## src/rtl/fp_round_pack.sv

```systemverilog
// fp_round_pack: rounds a normalized floating-point product to nearest-even
// and packs it into a 1+EXP+MANT result, with special-case handling.
// Two-stage pipeline: stage R holds the rounded fields and stage P holds the
// packed result and flags. Both stages use valid/ready handshaking.
//
// Ports:
//   clk, rst_n                  clock and synchronous active-low reset
//   in_valid / in_ready         input beat handshake
//   sign_in, mant_in, exp_in    normalized product (mant_in[MANT] = hidden bit)
//   over_flow_in                exponent overflow already detected upstream
//   spe_case_a_in/_b_in         operand classes
//   discard_in                  shifted-out bits (discard_in[MANT] = guard)
//   out_valid / out_ready       output handshake
//   result                      packed result
//   flags                       {invalid, overflow, underflow, inexact} of result
//   clr_flags, sticky_flags     sticky flag accumulator and its clear
module fp_round_pack #(
    parameter int DW   = 16,
    parameter int EXP  = 5,
    parameter int MANT = 10
) (
    input  logic            clk,
    input  logic            rst_n,
    input  logic            in_valid,
    output logic            in_ready,
    input  logic            sign_in,
    input  logic [MANT:0]   mant_in,
    input  logic [EXP-1:0]  exp_in,
    input  logic            over_flow_in,
    input  logic [2:0]      spe_case_a_in,
    input  logic [2:0]      spe_case_b_in,
    input  logic [MANT:0]   discard_in,
    output logic            out_valid,
    input  logic            out_ready,
    output logic [DW-1:0]   result,
    output logic [3:0]      flags,
    input  logic            clr_flags,
    output logic [3:0]      sticky_flags
);

    typedef enum logic [2:0] {
        CLS_NORMAL = 3'b000,
        CLS_DENORM = 3'b001,
        CLS_ZERO   = 3'b010,
        CLS_INF    = 3'b011,
        CLS_NAN    = 3'b100
    } cls_t;

    // ---------------- rounding (feeds stage R) ----------------
    logic              g_bit, s_bit, rnd_up, carry, exp_zero, inc;
    logic [MANT+1:0]   mant_r;
    logic [MANT:0]     mant_f;
    logic [EXP:0]      exp_adj;
    logic              inx_c, uf_c, ovf_c;

    always_comb begin
        g_bit    = discard_in[MANT];
        s_bit    = |discard_in[MANT-1:0];
        rnd_up   = g_bit & (s_bit | mant_in[0]);
        mant_r   = {1'b0, mant_in} + {{(MANT+1){1'b0}}, rnd_up};
        carry    = mant_r[MANT+1];
        mant_f   = carry ? mant_r[MANT+1:1] : mant_r[MANT:0];
        exp_zero = (exp_in == '0);
        // A denormal input that rounds up into the hidden bit becomes the
        // smallest normal; a carry always bumps the exponent. Both cases
        // coincide when exp_in is zero, so a single +1 covers them.
        inc      = carry | (exp_zero & mant_f[MANT]);
        exp_adj  = {1'b0, exp_in} + {{EXP{1'b0}}, inc};
        inx_c    = g_bit | s_bit;
        uf_c     = exp_zero & ~mant_f[MANT] & inx_c;
        ovf_c    = over_flow_in | exp_adj[EXP] | (&exp_adj[EXP-1:0]);
    end

    // ---------------- pipeline control ----------------
    logic v_r, v_p, load_p;

    assign load_p    = ~v_p | out_ready;
    assign in_ready  = ~v_r | load_p;
    assign out_valid = v_p;

    // ---------------- stage R ----------------
    logic              r_sign, r_ovf, r_uf, r_inx;
    logic [EXP-1:0]    r_exp;
    logic [MANT-1:0]   r_frac;
    logic [2:0]        r_cls_a, r_cls_b;

    always_ff @(posedge clk) begin
        if (!rst_n) begin
            v_r     <= 1'b0;
            r_sign  <= 1'b0;
            r_ovf   <= 1'b0;
            r_uf    <= 1'b0;
            r_inx   <= 1'b0;
            r_exp   <= '0;
            r_frac  <= '0;
            r_cls_a <= '0;
            r_cls_b <= '0;
        end else if (in_ready) begin
            v_r <= in_valid;
            if (in_valid) begin
                r_sign  <= sign_in;
                r_ovf   <= ovf_c;
                r_uf    <= uf_c;
                r_inx   <= inx_c;
                r_exp   <= exp_adj[EXP-1:0];
                r_frac  <= mant_f[MANT-1:0];
                r_cls_a <= spe_case_a_in;
                r_cls_b <= spe_case_b_in;
            end
        end
    end

    // ---------------- pack / special cases ----------------
    logic            any_nan, any_inf, any_zero;
    logic [DW-1:0]   p_result_nx;
    logic [3:0]      p_flags_nx, new_flags;

    always_comb begin
        any_nan  = (r_cls_a == CLS_NAN)  | (r_cls_b == CLS_NAN);
        any_inf  = (r_cls_a == CLS_INF)  | (r_cls_b == CLS_INF);
        any_zero = (r_cls_a == CLS_ZERO) | (r_cls_b == CLS_ZERO);
        p_result_nx = {r_sign, r_exp, r_frac};
        p_flags_nx  = {1'b0, 1'b0, r_uf, r_inx};
        if (any_nan | (any_inf & any_zero)) begin
            p_result_nx = {1'b0, {EXP{1'b1}}, 1'b1, {(MANT-1){1'b0}}};
            p_flags_nx  = 4'b1000;
        end else if (any_inf) begin
            p_result_nx = {r_sign, {EXP{1'b1}}, {MANT{1'b0}}};
            p_flags_nx  = 4'b0000;
        end else if (any_zero) begin
            p_result_nx = {r_sign, {EXP{1'b0}}, {MANT{1'b0}}};
            p_flags_nx  = 4'b0000;
        end else if (r_ovf) begin
            p_result_nx = {r_sign, {EXP{1'b1}}, {MANT{1'b0}}};
            p_flags_nx  = 4'b0101;
        end
        new_flags = (load_p & v_r) ? p_flags_nx : 4'b0000;
    end

    // ---------------- stage P ----------------
    always_ff @(posedge clk) begin
        if (!rst_n) begin
            v_p          <= 1'b0;
            result       <= '0;
            flags        <= '0;
            sticky_flags <= '0;
        end else begin
            if (load_p) begin
                v_p <= v_r;
                if (v_r) begin
                    result <= p_result_nx;
                    flags  <= p_flags_nx;
                end
            end
            // Flags arriving on the clearing edge survive the clear.
            sticky_flags <= clr_flags ? new_flags : (sticky_flags | new_flags);
        end
    end

endmodule

```

## config.mk

```make
export PLATFORM = sky130hd
export DESIGN_NAME = fp_round_pack
export DESIGN_NICKNAME = d
export VERILOG_FILES = /design/src/rtl/fp_round_pack.sv
export SDC_FILE = /design/constraint.sdc
export NUM_CORES = 1
export LEC_CHECK = 0
export BUFFER_PORTS_ARGS = -buffer_cell sky130_fd_sc_hd__buf_2
export CAP_MARGIN = 15
export CORE_MARGIN = 3
export CORE_UTILIZATION = 45
export DETAILED_ROUTE_END_ITERATION = 12
export PLACE_DENSITY = 0.75
export SYNTH_ARGS = -nofsm -noshare
export SYNTH_HDL_FRONTEND = slang
export SYNTH_SLANG_ARGS = --single-unit
```

## constraint.sdc

```tcl
create_clock -name clk -period 2.54 [get_ports clk]
set_clock_uncertainty 0.1 [all_clocks]
set_input_delay 0.508 -clock clk [delete_from_list [all_inputs] [get_ports clk]]
set_output_delay 0.508 -clock clk [all_outputs]
set_load 0.005 [all_outputs]
```

==> results.toml <==
[synth]
ys_async_sr_fraction = 0
post-synth-top-area-cell = "dfxtp_1"
yosysTopAreaCellShare = 0.432
synth_fp_nets = 318
synthCells = 275
ys_warn_count = 0
avgSynthCellArea_sq_um = 8.59
yosys-top-cells-area = "dfxtp_1 43%, nand2_1 4.9%, a21oi_1 4.4%, a22o_1 3.0%, nor3_1 3.0%"
synth_seq_area_share = 0.432
synthDistinctLibCells = 47
synth_edf_count = 0
synth_seq_cells = 51
synth_area_sq_um = 2360
ys_dominant_reg_cell = "dfxtp_1"

[clocking]
cts_tree = "done"
cts-hold-fix-buffers = 0
clk_pin_slew_ns = 0.09
clock_path_buffers = 2
clkSinkCount = 51
ctsHtreeMaxLevel = 2
cts_buffers = 5
cts_resized = 0
cts_setup_buffers = 0
clk_latency_ns = 0.31
cts_root_buffer = "clkbuf_8"

[placement]
dpl-instance-area_sq_um = 2860
place_congestion = 0.826
placed_cells = 412
post-dp-hpwl_um = 4410
numPortBuffers = 65

[sta]
hold_viol_final = 0
max_slew.worst_pin.slew_ns = 0.838
layout_min_cycle_time_ns = 2.23
final-setup-viol-count = 0
slew_headroom = 0.436
period_share = 0.879
timing.fmax_ghz = 0.448
finalMaxSlewViolations = 0
rsz0062_at_grt = "no"

[die]
die_area_sq_um = 6160
core-area_sq_um = 4910
die_w_um = 78.5
row_count = 25
die_h_um = 78.5
pin_count = 66
initial_core_util = 0.481

[detailed_routing]
wire_per_inst_um = 14.1
drt_wl_total_um = 5920
first_pass_iters = 4
drtIter0Drc = 140
via_per_inst = 5.52
drc = 0
vias = 2317
ant_nets = 0

[layout]
mostFrequentLayoutCells = "65 x buf_2, 51 x dfxtp_1, 31 x nand2_1"
final_nets = 395
final_area_sq_um = 2980
layout_commonest_cell = "buf_2"
area_growth_pct = 26.0
utilization = 0.606
fillerInstances = 448
finalNonFillerCells = 420
drive_gt1_frac = 0.275
diodes = 0

[critical_path]
critical_path_required_ns = 2.64
end_kind = "flop"
r2r-start = "r_cls_b[2]$_SDFFE_PN0P_"
crit_start = "mant_in[0]"
crit_path_max_fanout = 2
path_class = "primary input to flop"
crit_path_cell_trace = "buf_2, and2_1, ha_1, nand4_1, nor3_1, xnor2_1, o31ai_1, ha_1, ha_1, xnor2_1, o2bb2ai_1, a21oi_1, a21oi_1"
worst_setup_path_start_kind = "primary input"
arrival_ns = 2.34
cp_top_family = "adder cells"
cpPeakStageDelay_ns = 0.20
worst_path_max_delay_cell = "ha_1"
crit_top_cell = "ha_1"
path_buf_inv = 1

[grt]
grt_pass1_wl_um = 10100
grt_usage = 0.204
antenna_found_initial = 0
grt_max_degree = 32
grt_pass1_vias = 2191
gr-total-overflow = 0

[power]
p_leak_uw = 0.00125
power_density_nw_per_um2 = 573
max-vdd-ir-drop_mv = 0.265

[worst_hold_path]
hold_start = "spe_case_a_in[0]"
hp-class = "primary input to flop"

[run_status]
status = "finished, final reports clean"

[job]
maxCapViolCount = 0
-- worst register-to-register path, stage by stage, from the launching register on --
cell	delay, ns
dfxtp_1	0.40
nand3b_1	0.14
nand4_1	0.17
nor4_2	0.74
a22o_1	0.26
-- power breakdown --
part / switching (uW) / total [uW] / internal [uW]
clock: 283 / 582 / 299
sequential: 31.2 / 874 / 843
combinational: 138 / 248 / 111
total: 452 / 1710 / 1250
-- worst paths after layout --
path	end	cells after the start	slack, ns
setup / recovery	r_ovf$_SDFFE_PN0P_	13	0.31
hold / removal	r_cls_a[0]$_SDFFE_PN0P_	3	0.33
setup reg to reg	result[6]$_SDFFE_PN0P_	4	0.67
hold reg to reg	r_frac[2]$_SDFFE_PN0P_	2	0.36
-- sequential cells by signal, indices dropped and copies added, names as in the netlist --
signal,cells
result,16
r_frac,10
r_exp,5
flags,4
sticky_flags,4
r_cls_a,3
r_cls_b,3
out_valid,1
r_inx,1
r_ovf,1
r_sign,1
r_uf,1
v_r,1
-- per-stage QoR --
stage | worst slack, ns | hold WS [ns] | total power (uW) | TNS [ns]
finish | 0.307 | 0.326 | 1710 | 0
global route | 0.0433 | 0.324 | 1790 | 0
CTS | 0.302 | 0.324 | 1720 | 0
detailed placement | -0.0426 | 0.349 | 1140 | -0.0515
global placement | 0.0193 | 0.340 | 1130 | 0
floorplan | 0.0441 | 0.332 | 1020 | 0
-- layer usage --
layer	GRT usage	vias to the layer above	wire length, um
met4	0.0455	0	30
met3	0.0378	4	422
met2	0.344	77	2800
met1	0.271	1056	2670
met5	0	-	0
li1	-	1180	-
-- synthesized netlist by cell type, types with 4 or more instances --
| cell | count |
|---|---|
| a211oi_1 | 5 |
| a21oi_1 | 21 |
| a22o_1 | 8 |
| a31oi_1 | 4 |
| a32o_1 | 4 |
| and2_1 | 4 |
| clkbuf_1 | 11 |
| dfxtp_1 | 51 |
| inv_1 | 10 |
| nand2_1 | 31 |
| nand3_1 | 12 |
| nor2_1 | 10 |
| nor2b_1 | 7 |
| nor3_1 | 14 |
| o21a_1 | 5 |
| o21ai_0 | 13 |
| o221ai_1 | 5 |
| o22ai_1 | 7 |
| or4_1 | 4 |
| xnor2_1 | 7 |
-- kinds of logic after synthesis --
family	after synthesis	synth area share
simple gates	101	0.222
compound gates	86	0.249
flops	51	0.432
buf+inv	23	0.0376
xor+xnor	9	0.0334
fa+ha+maj	3	0.0159
mux	2	0.00900
-- final cells by class --
type,instances,area [sq um],area share
Inverter,10,37.5,0.0126
Timing Repair Buffer,83,460,0.155
Clock buffer,5,68.8,0.0231
Tap cell,67,83.8,0.0282
Clock inverter,3,47.5,0.0160
Multi-Input combinational cell,201,1260,0.422
Sequential cell,51,1020,0.343
No activity file was read; power rests on OpenSTA's default activity.
